===== src/rtl/fp_add_seq_pkg.sv =====
// Shared types and constants for the sequential single-precision adder.
// Latency: n/a (declarations and a combinational unpack helper only).
// Backpressure: n/a.
package fp_add_seq_pkg;

    typedef enum logic [2:0] {
        IDLE,
        ALIGN,
        ADD,
        NORM,
        DONE
    } state_t;

    localparam int          EXP_MAX     = 255;
    localparam logic [31:0] QNAN        = 32'h7FC0_0000;
    localparam logic [4:0]  LZC_ALLZERO = 5'd31;

    typedef struct packed {
        logic        sign;
        logic [7:0]  exp;
        logic [23:0] mant;     // hidden bit included; zero when flushed
        logic        is_zero;  // exp==0: zeros and denormals alike
        logic        is_inf;
        logic        is_nan;
    } fp_unpk_t;

    function automatic fp_unpk_t unpack(input logic [31:0] v);
        fp_unpk_t u;
        u.sign    = v[31];
        u.exp     = v[30:23];
        u.is_zero = (v[30:23] == 8'h00);
        u.is_inf  = (v[30:23] == 8'hFF) && (v[22:0] == 23'd0);
        u.is_nan  = (v[30:23] == 8'hFF) && (v[22:0] != 23'd0);
        u.mant    = u.is_zero ? 24'd0 : {1'b1, v[22:0]};
        return u;
    endfunction

endpackage


===== src/rtl/fp_add_seq_if.sv =====
// Operand/result handshake bundle for fp_add_seq.
// Latency: n/a (wires only).
// Backpressure: in_valid/in_ready on operands, out_valid/out_ready on the sum.
// master: operand source + result consumer; slave: the adder.
interface fp_add_seq_if;
    logic        in_valid;
    logic        in_ready;
    logic [31:0] a;
    logic [31:0] b;
    logic        out_valid;
    logic        out_ready;
    logic [31:0] sum;

    modport master (
        output in_valid, a, b, out_ready,
        input  in_ready, out_valid, sum
    );

    modport slave (
        input  in_valid, a, b, out_ready,
        output in_ready, out_valid, sum
    );
endinterface


===== src/rtl/encoder_25x5.sv =====
// Leading-zero count of a 25-bit word; 31 means the word is all zero.
// Latency: combinational.
// Backpressure: none.
// Ports: din (25-bit word), lz (count of zeros above the most significant one).
module encoder_25x5
    import fp_add_seq_pkg::*;
(
    input  logic [24:0] din,
    output logic [4:0]  lz
);

    // Ascending scan: the highest set bit is the last one to write lz.
    always_comb begin
        lz = LZC_ALLZERO;
        for (int i = 0; i < 25; i++) begin
            if (din[i]) begin
                lz = 5'(24 - i);
            end
        end
    end

endmodule


===== src/rtl/fp_add_seq.sv =====
// Sequential IEEE-754 single add: IDLE -> ALIGN -> ADD -> NORM -> DONE, truncating rounding.
// Latency: sum presented 4 edges after the accept edge; at most one operation every 5 cycles.
// Backpressure: in_ready only in IDLE; sum/out_valid held in DONE until out_ready.
// Ports: clk, rst (sync, active high), io (slave handshake bundle), busy (not IDLE),
//        op_count (handed-off results, wraps).
module fp_add_seq
    import fp_add_seq_pkg::*;
#(
    parameter int EXP_W  = 8,
    parameter int FRAC_W = 23,
    parameter int CNT_W  = 16
) (
    input  logic             clk,
    input  logic             rst,
    fp_add_seq_if.slave      io,
    output logic             busy,
    output logic [CNT_W-1:0] op_count
);

    localparam int MANT_W = FRAC_W + 1;
    localparam int RES_W  = FRAC_W + 2;
    localparam logic signed [EXP_W+1:0] E_MAX = (EXP_W + 2)'(EXP_MAX);

    state_t              state_q, state_d;
    logic [31:0]         a_q, b_q;
    logic [MANT_W-1:0]   ml_q, ms_q;
    logic [EXP_W-1:0]    expl_q;
    logic                sign_q, sub_q, spec_q;
    logic [31:0]         spec_val_q;
    logic [RES_W-1:0]    res_q;
    logic [31:0]         sum_q;
    logic [CNT_W-1:0]    cnt_q;
    logic [4:0]          lz;

    // ---------------- ALIGN: unpack, order by magnitude, shift smaller ----------------
    fp_unpk_t            ua, ub;
    logic                a_ge;
    logic                l_sign;
    logic [EXP_W-1:0]    l_exp, s_exp, d;
    logic [MANT_W-1:0]   l_mant, s_mant, ms_al;
    logic                spec_d;
    logic [31:0]         spec_val_d;

    always_comb begin
        ua     = unpack(a_q);
        ub     = unpack(b_q);
        // {exp, mant} orders magnitudes because mant carries the hidden bit.
        a_ge   = {ua.exp, ua.mant} >= {ub.exp, ub.mant};
        l_sign = a_ge ? ua.sign : ub.sign;
        l_exp  = a_ge ? ua.exp  : ub.exp;
        l_mant = a_ge ? ua.mant : ub.mant;
        s_exp  = a_ge ? ub.exp  : ua.exp;
        s_mant = a_ge ? ub.mant : ua.mant;
        d      = l_exp - s_exp;
        ms_al  = (d >= 8'd25) ? '0 : (s_mant >> d);

        spec_d     = 1'b1;
        spec_val_d = '0;
        if (ua.is_nan || ub.is_nan || (ua.is_inf && ub.is_inf && (ua.sign != ub.sign))) begin
            spec_val_d = QNAN;
        end else if (ua.is_inf) begin
            spec_val_d = {ua.sign, {EXP_W{1'b1}}, {FRAC_W{1'b0}}};
        end else if (ub.is_inf) begin
            spec_val_d = {ub.sign, {EXP_W{1'b1}}, {FRAC_W{1'b0}}};
        end else if (ua.is_zero && ub.is_zero) begin
            spec_val_d = {ua.sign & ub.sign, 31'd0};
        end else begin
            spec_d = 1'b0;
        end
    end

    // ---------------- NORM: renormalise the ADD result ----------------
    encoder_25x5 u_lzc (
        .din (res_q),
        .lz  (lz)
    );

    logic signed [EXP_W+1:0] e_n;
    logic [FRAC_W-1:0]       frac_n;
    logic [31:0]             norm_sum;

    always_comb begin
        e_n      = '0;
        frac_n   = '0;
        norm_sum = '0;
        if (spec_q) begin
            norm_sum = spec_val_q;
        end else if (lz == LZC_ALLZERO) begin
            norm_sum = '0;      // exact cancellation is always +0
        end else begin
            if (lz == 5'd0) begin
                // carry out of the hidden-bit position
                frac_n = res_q[FRAC_W:1];
                e_n    = $signed({2'b00, expl_q} + {{(EXP_W + 1){1'b0}}, 1'b1});
            end else begin
                frac_n = FRAC_W'(res_q << (lz - 5'd1));
                e_n    = $signed({2'b00, expl_q} - {{(EXP_W - 3){1'b0}}, lz - 5'd1});
            end
            if (e_n >= E_MAX) begin
                norm_sum = {sign_q, {EXP_W{1'b1}}, {FRAC_W{1'b0}}};
            end else if (e_n[EXP_W+1] || (e_n == '0)) begin
                norm_sum = {sign_q, 31'd0};
            end else begin
                norm_sum = {sign_q, e_n[EXP_W-1:0], frac_n};
            end
        end
    end

    // ---------------- FSM ----------------
    always_ff @(posedge clk) begin
        if (rst) begin
            state_q <= IDLE;
        end else begin
            state_q <= state_d;
        end
    end

    always_comb begin
        state_d = state_q;
        case (state_q)
            IDLE:    if (io.in_valid)  state_d = ALIGN;
            ALIGN:   state_d = ADD;
            ADD:     state_d = NORM;
            NORM:    state_d = DONE;
            DONE:    if (io.out_ready) state_d = IDLE;
            default: state_d = IDLE;
        endcase
    end

    // ---------------- datapath registers ----------------
    always_ff @(posedge clk) begin
        if (rst) begin
            a_q        <= '0;
            b_q        <= '0;
            ml_q       <= '0;
            ms_q       <= '0;
            expl_q     <= '0;
            sign_q     <= 1'b0;
            sub_q      <= 1'b0;
            spec_q     <= 1'b0;
            spec_val_q <= '0;
            res_q      <= '0;
            sum_q      <= '0;
            cnt_q      <= '0;
        end else begin
            case (state_q)
                IDLE: begin
                    if (io.in_valid) begin
                        a_q <= io.a;
                        b_q <= io.b;
                    end
                end
                ALIGN: begin
                    ml_q       <= l_mant;
                    ms_q       <= ms_al;
                    expl_q     <= l_exp;
                    sign_q     <= l_sign;
                    sub_q      <= ua.sign ^ ub.sign;
                    spec_q     <= spec_d;
                    spec_val_q <= spec_val_d;
                end
                ADD: begin
                    // Swap guarantees ml >= ms, so the difference never goes negative.
                    res_q <= sub_q ? ({1'b0, ml_q} - {1'b0, ms_q})
                                   : ({1'b0, ml_q} + {1'b0, ms_q});
                end
                NORM: begin
                    sum_q <= norm_sum;
                end
                DONE: begin
                    if (io.out_ready) begin
                        cnt_q <= cnt_q + CNT_W'(1);
                    end
                end
                default: ;
            endcase
        end
    end

    assign io.in_ready  = (state_q == IDLE);
    assign io.out_valid = (state_q == DONE);
    assign io.sum       = sum_q;
    assign busy         = (state_q != IDLE);
    assign op_count     = cnt_q;

endmodule


===== src/flat_wrapper.sv =====
// flat-port wrapper written by rule: the top's interface ports become plain ports
module fp_add_seq_flat import fp_add_seq_pkg::*;
#(
    parameter int EXP_W  = 8,
    parameter int FRAC_W = 23,
    parameter int CNT_W  = 16
)
  (clk, rst, busy, op_count, io_in_valid, io_a, io_b, io_out_ready, io_in_ready, io_out_valid, io_sum);
  fp_add_seq_if io_i ();
  input  logic clk;
  input  logic rst;
  output logic busy;
  output logic [CNT_W-1:0] op_count;
  input wire logic [$bits(io_i.in_valid)-1:0] io_in_valid;
  input wire logic [$bits(io_i.a)-1:0] io_a;
  input wire logic [$bits(io_i.b)-1:0] io_b;
  input wire logic [$bits(io_i.out_ready)-1:0] io_out_ready;
  output wire logic [$bits(io_i.in_ready)-1:0] io_in_ready;
  output wire logic [$bits(io_i.out_valid)-1:0] io_out_valid;
  output wire logic [$bits(io_i.sum)-1:0] io_sum;
  assign io_i.in_valid = io_in_valid;
  assign io_i.a = io_a;
  assign io_i.b = io_b;
  assign io_i.out_ready = io_out_ready;
  assign io_in_ready = io_i.in_ready;
  assign io_out_valid = io_i.out_valid;
  assign io_sum = io_i.sum;
  fp_add_seq #(.EXP_W(EXP_W), .FRAC_W(FRAC_W), .CNT_W(CNT_W)) u_core (.clk(clk), .rst(rst), .io(io_i), .busy(busy), .op_count(op_count));
endmodule

===== config.mk =====
export PLATFORM = sky130hd
export DESIGN_NAME = fp_add_seq_flat
export DESIGN_NICKNAME = d
export VERILOG_FILES = /design/src/rtl/fp_add_seq_pkg.sv /design/src/rtl/fp_add_seq_if.sv /design/src/rtl/encoder_25x5.sv /design/src/rtl/fp_add_seq.sv /design/src/flat_wrapper.sv
export SDC_FILE = /design/constraint.sdc
export NUM_CORES = 1
export LEC_CHECK = 0
export CORE_ASPECT_RATIO = 0.5
export CORE_MARGIN = 5
export CORE_UTILIZATION = 40
export DETAILED_ROUTE_END_ITERATION = 10
export HOLD_SLACK_MARGIN = 0.06
export PLACE_DENSITY = 0.55
export SLEW_MARGIN = 20
export SYNTH_ARGS = -nofsm -noshare
export SYNTH_HDL_FRONTEND = slang
export SYNTH_SLANG_ARGS = --single-unit

===== constraint.sdc =====
create_clock -name clk -period 8.9 [get_ports clk]
set_input_delay 2.67 -clock clk [delete_from_list [all_inputs] [get_ports clk]]
set_output_delay 2.67 -clock clk [all_outputs]
set_load 0.02 [all_outputs]

==> run metrics <==
outcome=finished clean; Initial Util=40.6%; crit-path max cell delay=630 ps; Crit path arrival time=6970 ps; DR WL/cell=18.3 um; CP required=9270 ps; post-DP HPWL=33300 um; hold_ws=447 ps; CP cell instances=nand2b_1, a221oi_1, o41ai_1, o21ai_1, nor2_1, inv_1, ha_1, xnor2_2, buf_4, inv_1, ha_1, o21ai_0, nor2b_1, nand2_1, o2111ai_1, nor3_1, o22ai_1, or4_4, a2111o_1, nor2_4, o41ai_1; layout cells sized above 1=8.12%; synthesized instance count=1890; CTS tree=done; Crit. Startpoint=u_core.res_q[1]; Final Hold Fails=0; drt total wl=44200 um; GPL Wtd Cong=0.905; htree depth=1; worst flop-to-flop path endpoint=u_core.io.sum[1]; core area=0.0360 mm^2; R2R depth=21; ant diodes=0; first-pass GRT wire length=70900 um; post-synthesis sequential area ratio=27.6%; Syn. warnings=0; highest-delay cell along the critical path=nor2_4; Detailed Routing Iterations Pass 1=5; area occupied by multi-input gates=0.00983 mm^2; wire length on met1=22500 um; row count=49; total track usage=20.9%; Tightest Hold Check Type=reg2reg; design area=0.0168 mm^2; # clock sinks=202; worst-path maximum fanout=23; Hold Path Origin=u_core.io.sum[2]; Root Driver=clkbuf_16; uppermost layer routed=met4; minimum clock period=6600 ps; final setup fails=0; FF-to-FF Start=u_core.res_q[1]; vias=13700; EDFF count, synth=0; total power draw=5670 uW; maximum clock frequency=0.152 GHz; Crit. End Element=flop; Detail Route met3 WL=3330 um; commonest non-fill, non-tap cell in the layout=nand2_1; initial antenna violation count=0; Tcrit/Tclk final=74.2%; Ports=119; clock-pin slew on the worst setup and hold paths=60 ps; Synth cell types=89; ys flop type=dfxtp_1; FF+latch area=0.00404 mm^2; Lkg Pwr=0.00642 uW; PostCTS Resize Cnt=0; DR WL met2=17500 um; GRT overflow=0; crit path kind=reg2reg; worst IR drop on VDD=0.000298 V; final core occ=46.5%; Vias/cell=5.68; # nets final=2056; DR iter-0 viols=1075; end of the critical path=u_core.io.sum[1]; Mean Syn Cell Area=7.75 um^2; Synth Net Count=2027; reg-to-reg slack, setup=2300 ps; Max Root-Sink Buffers=3; Post CTS Setup Buffer Count=0; # hold bufs at CTS=0; commonest non-fill, non-tap cells in the layout=nand2_1 (337), dfxtp_1 (202), nor2_1 (196), a21oi_1 (170), clkdlybuf4s50_1 (117); Post-Syn Area=0.0146 mm^2; async set-reset flop share out of synthesis=0%; TritonCTS buffer count=22; total negative slack=0 ps; Port Buf Inserts=118; Post-DP Area=0.0160 mm^2; worst slew pin tran=970 ps; DRC=0; post-synthesis register bit count=202; maxcap violations=0; unrepaired setup endpoints after global routing=no; crit start category=flop; pin count of the biggest net entering global routing=73; area grow syn2layout=14.4%; fill cell total of the finished layout=3693; Die Wd=281 um; clk_skew=27.4 ps; Clk Latency, worst-skew pair=540 ps; pwr/cell area=338 mW/mm^2; DRT antenna net count=0; Slew Limit Fails=0; Die H=145 um; vias in the first global route=12500; slew margin rel.=35.2%; Die Area=0.0408 mm^2
cells in the mapped netlist, drive strengths merged (11+ instances only):
cell type	instances	area, um^2
a311oi	24	210
o41ai	26	363
ha	67	838
nand3	34	170
clkbuf	105	395
nand2	338	1270
and2	12	77.6
mux4	31	702
a211oi	37	283
inv	60	225
xnor2	47	412
nor3	62	322
nor4	28	188
and3	11	68.8
xor2	26	228
a21o	14	105
mux2i	70	701
nor2b	12	75.1
a31oi	25	178
nand2b	14	87.6
mux2	15	169
nand4	13	81.3
nor2	198	751
dfxtp	202	4040
buf	28	180
o21a	11	82.6
a21oi	170	851
o21ai	72	364
cell type report:
type	count	area share (%)
Clock buffer	32	3.82
Clock inverter	7	0.418
Inverter	62	1.39
Multi-Input combinational cell	1493	58.7
Sequential cell	202	24.1
Tap cell	484	3.61
Timing Repair Buffer	138	7.93
logic make-up after synthesis:
logic type,share of synthesized area [%]
adders and majority gates,6.14
DFF,27.6
xor gates and xnor gates,4.37
AOI/OAI and AO/OA,22.2
and+or+nand+nor,23.4
muxes,10.7
buffers and inverters,5.52
flip-flops by register name (all words and copies together) (netlist names):
| name | cells |
|---|---|
| u_core.op_count | 16 |
| u_core.a_q | 32 |
| u_core.res_q | 25 |
| u_core.ml_q | 24 |
| u_core.b_q | 32 |
| u_core.expl_q | 8 |
| u_core.ms_q | 24 |
| u_core.sub_q | 1 |
| u_core.state_q | 3 |
| u_core.sign_q | 1 |
| u_core.io.sum | 32 |
| u_core.spec_q | 1 |
| u_core.spec_val_q | 3 |
metrics by stage:
step,instances,setup WS [ps]
finish,2418,2300
global route,2418,1790
CTS,2418,2290
detailed placement,2379,2310
global placement,2379,2270
floorplan,1890,2340
worst max-delay path, delay by kind of cell (launching register included):
kind	cells	cell delay (ps)
flip-flops	1	550
buffers and inverters	3	740
AO/OA/AOI/OAI	8	1790
AND/OR/NAND/NOR	7	2450
XOR/XNOR	1	170
adder cells (fa/ha/maj)	2	720
worst min-delay path by stage:
stage                                    to  slack, ps  cells after the start
after global routing      u_core.io.sum[13]        490                      2
after global placement     u_core.io.sum[2]        440                      2
after CTS                  u_core.io.sum[1]        450                      2
final                      u_core.io.sum[2]        450                      2
after detailed placement  u_core.io.sum[19]        440                      2
after floorplan              u_core.a_q[14]        450                      2
power by group:
group          switching (uW)  internal (uW)  leakage, uW  total, uW
Clock                     386            529     0.000347        915
Combinational            2270           1400      0.00443       3670
Sequential                114            973      0.00164       1090
Total                    2770           2900      0.00642       5670
routing by layer:
metal  vias up  track usage, %
met5         -               0
met4         0            3.84
met3        53            4.85
met2       386            29.1
met1      6414            32.6
li1       6875               -
(Power assumes the default switching activity.)
